--- src/rtl/cpu_bus_arbiter.sv ---
// Two-port memory bus arbiter: port 0 (data) and port 1 (instruction fetch)
// share one bus. Round-robin on ties, registered bus attributes, and a
// per-transaction timeout that completes the access with a fault pulse.
//
// Ports:
//   i_clock, i_reset            clock, synchronous active-high reset
//   i_pN_request/rw/address/wdata   requester N transaction inputs
//   o_pN_rdata/ready/fault          requester N completion outputs
//   o_bus_request/rw/address/wdata  bus master outputs
//   i_bus_rdata, i_bus_ready        bus return data and completion strobe
//   o_grant                         current or last granted port index
module cpu_bus_arbiter #(
  parameter int unsigned TIMEOUT = 255
) (
  input  logic        i_clock,
  input  logic        i_reset,
  input  logic        i_p0_request,
  input  logic        i_p0_rw,
  input  logic [31:0] i_p0_address,
  input  logic [31:0] i_p0_wdata,
  output logic [31:0] o_p0_rdata,
  output logic        o_p0_ready,
  output logic        o_p0_fault,
  input  logic        i_p1_request,
  input  logic        i_p1_rw,
  input  logic [31:0] i_p1_address,
  input  logic [31:0] i_p1_wdata,
  output logic [31:0] o_p1_rdata,
  output logic        o_p1_ready,
  output logic        o_p1_fault,
  output logic        o_bus_request,
  output logic        o_bus_rw,
  output logic [31:0] o_bus_address,
  output logic [31:0] o_bus_wdata,
  input  logic [31:0] i_bus_rdata,
  input  logic        i_bus_ready,
  output logic        o_grant
);

  typedef enum logic [1:0] {
    S_IDLE,
    S_BUS,
    S_RELEASE
  } state_t;

  state_t      r_state;
  state_t      w_state_next;

  logic        r_grant;
  logic [7:0]  r_count;
  logic        r_bus_rw;
  logic [31:0] r_bus_address;
  logic [31:0] r_bus_wdata;
  logic [31:0] r_p0_rdata;
  logic [31:0] r_p1_rdata;
  logic        r_p0_ready;
  logic        r_p1_ready;
  logic        r_p0_fault;
  logic        r_p1_fault;

  logic        w_grant_valid;
  logic        w_grant_sel;
  logic        w_done;
  logic        w_fault;
  logic        w_g_request;
  logic [7:0]  w_count_inc;

  always_ff @(posedge i_clock) begin
    if (i_reset) begin
      r_state <= S_IDLE;
    end else begin
      r_state <= w_state_next;
    end
  end

  always_comb begin
    w_state_next  = r_state;
    w_grant_valid = 1'b0;
    w_grant_sel   = r_grant;
    w_done        = 1'b0;
    w_fault       = 1'b0;
    w_count_inc   = r_count + 8'd1;
    w_g_request   = r_grant ? i_p1_request : i_p0_request;

    case (r_state)
      S_IDLE: begin
        if (i_p0_request && i_p1_request) begin
          w_grant_valid = 1'b1;
          w_grant_sel   = ~r_grant;
        end else if (i_p0_request) begin
          w_grant_valid = 1'b1;
          w_grant_sel   = 1'b0;
        end else if (i_p1_request) begin
          w_grant_valid = 1'b1;
          w_grant_sel   = 1'b1;
        end
        if (w_grant_valid) begin
          w_state_next = S_BUS;
        end
      end
      S_BUS: begin
        // i_bus_ready takes priority over a coincident timeout
        if (i_bus_ready) begin
          w_done       = 1'b1;
          w_state_next = S_RELEASE;
        end else if (w_count_inc == 8'(TIMEOUT)) begin
          w_done       = 1'b1;
          w_fault      = 1'b1;
          w_state_next = S_RELEASE;
        end
      end
      S_RELEASE: begin
        if (!w_g_request) begin
          w_state_next = S_IDLE;
        end
      end
      default: begin
        w_state_next = S_IDLE;
      end
    endcase
  end

  always_ff @(posedge i_clock) begin
    if (i_reset) begin
      r_grant       <= 1'b1;
      r_count       <= '0;
      r_bus_rw      <= 1'b0;
      r_bus_address <= '0;
      r_bus_wdata   <= '0;
      r_p0_rdata    <= '0;
      r_p1_rdata    <= '0;
      r_p0_ready    <= 1'b0;
      r_p1_ready    <= 1'b0;
      r_p0_fault    <= 1'b0;
      r_p1_fault    <= 1'b0;
    end else begin
      r_p0_ready <= 1'b0;
      r_p1_ready <= 1'b0;
      r_p0_fault <= 1'b0;
      r_p1_fault <= 1'b0;

      if (w_grant_valid) begin
        r_grant       <= w_grant_sel;
        r_count       <= '0;
        r_bus_rw      <= w_grant_sel ? i_p1_rw      : i_p0_rw;
        r_bus_address <= w_grant_sel ? i_p1_address : i_p0_address;
        r_bus_wdata   <= w_grant_sel ? i_p1_wdata   : i_p0_wdata;
      end

      if (r_state == S_BUS && !i_bus_ready) begin
        r_count <= w_count_inc;
      end

      if (w_done) begin
        if (r_grant) begin
          r_p1_ready <= 1'b1;
          r_p1_fault <= w_fault;
          if (!w_fault && !r_bus_rw) begin
            r_p1_rdata <= i_bus_rdata;
          end
        end else begin
          r_p0_ready <= 1'b1;
          r_p0_fault <= w_fault;
          if (!w_fault && !r_bus_rw) begin
            r_p0_rdata <= i_bus_rdata;
          end
        end
      end
    end
  end

  assign o_bus_request = (r_state == S_BUS);
  assign o_bus_rw      = r_bus_rw;
  assign o_bus_address = r_bus_address;
  assign o_bus_wdata   = r_bus_wdata;
  assign o_grant       = r_grant;
  assign o_p0_rdata    = r_p0_rdata;
  assign o_p1_rdata    = r_p1_rdata;
  assign o_p0_ready    = r_p0_ready;
  assign o_p1_ready    = r_p1_ready;
  assign o_p0_fault    = r_p0_fault;
  assign o_p1_fault    = r_p1_fault;

endmodule

--- config.mk ---
export PLATFORM = sky130hd
export DESIGN_NAME = cpu_bus_arbiter
export DESIGN_NICKNAME = d
export VERILOG_FILES = /design/src/rtl/cpu_bus_arbiter.sv
export SDC_FILE = /design/constraint.sdc
export NUM_CORES = 1
export LEC_CHECK = 0
export BUFFER_PORTS_ARGS = -buffer_cell sky130_fd_sc_hd__buf_2
export CAP_MARGIN = 5
export CORE_UTILIZATION = 30
export CTS_CLUSTER_DIAMETER = 30
export DETAILED_ROUTE_END_ITERATION = 10
export PLACE_DENSITY = 0.62
export SLEW_MARGIN = 20
export SYNTH_ARGS = -nofsm -noshare
export SYNTH_HDL_FRONTEND = slang
export SYNTH_SLANG_ARGS = --single-unit
export TNS_END_PERCENT = 20
--- constraint.sdc ---
create_clock -name i_clock -period 3.4 [get_ports i_clock]
set_input_delay 0.51 -clock i_clock [delete_from_list [all_inputs] [get_ports i_clock]]
set_output_delay 0.51 -clock i_clock [all_outputs]
set_load 0.01 [all_outputs]
Yosys cells after proc, flatten, opt, wreduce, memory -nomap -nowiden:

Cells that the tools add are included.

* input bits: 167
* register bits after elaboration: 144
* logic and storage cells: 62

* reduce and logical (&&, ||, !) cells: 14
* mux-type cells: 27
* $add $sub $neg: 1
* bitwise logic cells: 2
* equal/unequal tests: 6

Operator list (count)
* 2-to-1 mux 32 bit: 2
* 2-to-1 mux 1 bit: 18
* 2-to-1 mux 8 bit: 2
* AND reduction 3 bit: 3
* adder 8 x 1 -> 8 bit (second input constant): 1
* == test 8 bit (second input constant): 1
* 2-to-1 mux 2 bit: 4
* one-hot mux 2 bit (3 select lines): 1
* OR reduction 3 bit: 2
* logical AND 1 bit: 3
* logical NOT 1 bit: 3
* inequality test 3 x 1 -> 1 bit (second input constant): 1
* == test 2 x 1 -> 1 bit (second input constant): 1
* == test 2 bit (second input constant): 1
* logical NOT 2 bit: 1
* inequality test 2 x 1 -> 1 bit (second input constant): 1
* inequality test 2 bit (second input constant): 1
* NOT 1 bit: 2
* nonzero test 2 bit: 1
* OR reduction 2 bit: 1

Depth between registers and ports, before layout:

* depth after elaboration: 8
* mapped depth: 8
* depth with buffers taken out: 7

Least setup slack after synthesis:

OpenSTA, ideal clock, no wires.

* path type: register to register
* start: register r_count[0]
* end: register r_p1_ready (netlist: o_p1_ready)
* data required time: 3.313 ns
* cell stages (with the launch flop): 7
* arrival time: 1.635 ns
* library setup time: 0.087 ns
* path slack: 1.678 ns
* cells stage by stage: dfxtp_1 ha_1 nand3_1 or3b_2 nand4_1 a21oi_1 nor4b_2

* word-level cells in the longest chain between the ends: 7

RTL lines
* from (decl): line 50 `logic [7:0] r_count;`
* from (signal assigned): line 151 `r_count <= w_count_inc;`
* adder 8 x 1 -> 8 bit: line 82 `w_count_inc = r_count + 8'd1;`
* == test 8 bit: line 106 `end else if (w_count_inc == 8'(TIMEOUT)) begin`
* 2-to-1 mux 1 bit: line 106
* 2-to-1 mux 1 bit: line 103 `if (i_bus_ready) begin`
* 2-to-1 mux 1 bit: line 85 `case (r_state)`
* NOT 1 bit (no line)
* OR reduction 2 bit (no line)
* to (signal assigned): line 133 `r_p1_ready <= 1'b0;`
* to (signal assigned): line 138 `r_p1_ready <= 1'b0;`
* to (signal assigned): line 156 `r_p1_ready <= 1'b1;`
* to (decl): line 57 `logic r_p1_ready;`

Every way passes these cells.
A chain may end at the register's enable or synchronous reset.

Worst setup path after layout:

* start: register r_grant (netlist: o_grant)
* end: register r_bus_wdata[28] (netlist: o_bus_wdata[28])

* word-level cells in the longest chain between the ends: 5
* elaborated cells on any way between the ends: 6
* those cells by class: 5 x mux; 1 x bitwise

RTL lines
* from (decl): line 49 `logic r_grant;`
* from (signal assigned): line 143 `r_grant <= w_grant_sel;`
* 2-to-1 mux 1 bit: line 93 `end else if (i_p1_request) begin`
* 2-to-1 mux 1 bit: line 90 `end else if (i_p0_request) begin`
* 2-to-1 mux 1 bit: line 87 `if (i_p0_request && i_p1_request) begin`
* 2-to-1 mux 1 bit *: line 85
* 2-to-1 mux 32 bit *: line 147 `r_bus_wdata <= w_grant_sel ? i_p1_wdata : i_p0_wdata;`
* to (signal assigned): line 147
* to (decl): line 53 `logic [31:0] r_bus_wdata;`

Every way passes the cells marked *; elsewhere a longest branch is shown, timed or not.

==> run summary <==
run status -> finished clean
clk_lat worst skew -> 0.41 ns
Total GRT Usage -> 16.8%
Reg-to-Reg End -> o_bus_wdata[28]
Layout Cells excl Fill -> 1208
data arrival time of the critical path -> 2.35 ns
Final Power -> 0.00479 W
HP Class -> input port to flop
total wire length -> 17400 µm
Fillers -> 1940
CP Cell Sequence -> a31o_4 -> buf_12 -> mux2i_1 -> a211oi_1
Worst Path Max Fanout -> 40
GP Congestion -> 0.831
Setup violations, final -> 0
input/output buffers -> 301
Die W -> 142 µm
row count -> 50
Setup Crit Path Kind -> flop to flop
TritonCTS Buffers -> 17
initial antenna violation count -> 1
I/O pin count -> 302
chip height -> 142 µm
total number of vias -> 5590
CP max stage delay -> 0.63 ns
fraction of layout cells with a size suffix above 1 -> 36.7%
initial core utilization -> 31.1%
cell leakage power -> 3.67 nW
ANT cells -> 0
area leader, netlist -> dfxtp_1
DIE AREA -> 0.0202 mm²
clock buffer depth -> 2
register area -> 0.00288 mm²
R2R depth -> 4
Fmax -> 490 MHz
first-pass GRT wire length -> 26300 µm
Max IR drop VDD -> 313 µV
mapped cell area -> 0.00589 mm²
syn_area_per_cell -> 8.88 µm²
multi-input logic area -> 0.00270 mm²
clock slew at reported path FFs -> 0.06 ns
DR iter-0 viols -> 179
sequential area share after synthesis -> 49.0%
slew at the pin closest to its max-slew limit -> 0.694 ns
cts repair resizes -> 0
largest net degree at the start of global routing -> 81
nets -> 1105
placed cell count -> 1177
Detailed Place HPWL -> 12700 µm
R2R setup slack -> 1.36 ns
CP max stage cell -> dfxtp_1
Setup crit end -> o_bus_wdata[28]
startpoint types -> flop
worst hold slack -> 0.341 ns
DRC viols -> 0
Max Slew Vio Count -> 0
setup tns final -> 0 ns
Synth area leaders -> dfxtp_1 (49%), mux2i_1 (11%), nand2_1 (8.7%)
Slew headroom -> 53.7%
part of the cycle the worst path needs -> 60.1%
total gr overflow -> 0
WL per Instance -> 14.4 µm
post-CTS setup buffers -> 0
Worst EP required -> 3.71 ns
Area Growth Syn to Fin -> 38.3%
depth of the CTS H-tree -> 4
clock sinks -> 144
RR Startpoint -> o_grant
Synth cell types -> 37
DR pass1 iterations -> 5
Syn Inst Count -> 663
Power Dens Cells -> 588 mW/mm²
ANT nets after route -> 0
RSZ-0062 raised after global routing -> no
CTS tree -> built
clock skew after layout -> 0.0124 ns
number of synthesized register bits -> 144
# Max-Cap Violations -> 0
crit end category -> flop
Placed Area -> 0.00752 mm²
Syn Nets -> 832
Yosys top cell area share -> 49.0%
core area -> 0.0190 mm²
fin area -> 0.00814 mm²
crit path from -> o_grant
Final Critical Period -> 2.04 ns
vias in the first global route -> 5010
Final Hold Fails -> 0
CTS Root Cell -> clkbuf_16
Warnings, synthesis -> 0
drt via density -> 4.63
CTS Hold Bufs -> 0
-- Yosys cell counts (all sizes together) --
cell type  instances
dfxtp            144
nand2            136
nor2              78
a21oi             71
a211oi            66
mux2i             65
clkbuf            33
buf               22
o21ai              5
a31oi              4
nand3              4
a311oi             3
nand2b             3
and4               2
ha                 2
inv                2
nand3b             2
nand4              2
nand4b             2
nor4               2
nor4b              2
or3b               2
or4b               2
a31o               1
and4b              1
mux2               1
nor3b              1
o21a               1
o22ai              1
o2bb2ai            1
o31ai              1
xor2               1
-- how the worst min path moves through the flow --
| stage | start | to | slack [ns] | cells after the start |
|---|---|---|---|---|
| final | i_bus_rdata[5] | o_p0_rdata[5] | 0.34 | 3 |
| after global routing | i_bus_rdata[4] | o_p0_rdata[4] | 0.33 | 3 |
| after CTS | i_bus_rdata[5] | o_p1_rdata[5] | 0.32 | 3 |
| after detailed placement | o_p1_rdata[4] | o_p1_rdata[4] | 0.44 | 2 |
| after global placement | o_p1_rdata[0] | o_p1_rdata[0] | 0.44 | 2 |
| after floorplan | r_state[1] | r_state[1] | 0.47 | 2 |
-- area by class of cell --
| cell class | count | share of cell area, % |
|---|---|---|
| Clock inverter | 12 | 2.27 |
| Tap cell | 260 | 4.00 |
| Clock buffer | 19 | 5.32 |
| Sequential cell | 144 | 35.4 |
| Inverter | 2 | 0.0922 |
| Multi-Input combinational cell | 462 | 33.2 |
| Timing Repair Buffer | 309 | 19.7 |
-- through the flow --
step,worst slack (ns),util [%]
final,1.36,43.0
after global routing,1.19,43.0
after CTS,1.33,43.0
after detailed placement,1.29,39.7
after global placement,1.32,39.7
after floorplan,1.68,-
-- cell families after synthesis --
family | synth area share [%]
AOI/OAI and AO/OA | 16.5
xor gates and xnor gates | 0.149
adders and majority gates | 0.425
buffers and inverters | 5.55
DFF | 49.0
muxes | 11.2
and+or+nand+nor | 17.2
-- critical path, delay by kind of cell, from the launching register on --
family	cells	cell delay, ns
compound gates	2	0.83
buf+inv	1	0.33
flops	1	0.63
mux	1	0.12
-- layout by cell type, fill, tap and decap left out, drive strengths merged --
cell / instances
nor3b: 1
nand2: 136
clkinv: 2
o31ai: 1
o22ai: 1
nand3b: 2
nand4: 2
ha: 2
mux2: 1
bufinv: 4
or3b: 2
clkinvlp: 4
or4b: 2
xor2: 1
nor4b: 2
o21ai: 5
dfxtp: 144
a31o: 1
and4b: 1
nand4b: 2
a21oi: 71
clkbuf: 19
mux2i: 65
nand2b: 3
inv: 4
a311oi: 3
o21a: 1
a211oi: 66
o2bb2ai: 1
and4: 2
buf: 309
nand3: 4
a31oi: 4
nor4: 2
nor2: 78
-- flip-flops by register name (all words and copies together), names as in the netlist --
register / count
o_p0_fault: 1
r_count: 8
o_p0_rdata: 32
o_p1_ready: 1
o_bus_address: 32
o_p1_fault: 1
o_grant: 1
r_state: 2
o_p0_ready: 1
o_bus_rw: 1
o_bus_wdata: 32
o_p1_rdata: 32
-- report_power, final --
part | internal [W] | switching (W) | total, W
logic | 0.000389 | 0.000512 | 0.000902
registers | 0.00183 | 0.0000789 | 0.00191
clock network | 0.00123 | 0.000741 | 0.00197
-- routing by layer --
layer / vias up / routed length (µm) / part of all wire [%] / track usage (%)
met1: 2488 / 7660 / 44 / 20.0
met5: - / 0 / 0 / 0
met3: 12 / 1240 / 7.1 / 4.85
met4: 0 / 163 / 0.94 / 4.92
met2: 231 / 8320 / 48 / 29.1
li1: 2859 / - / - / -
Power figures use the tool's default switching activity.
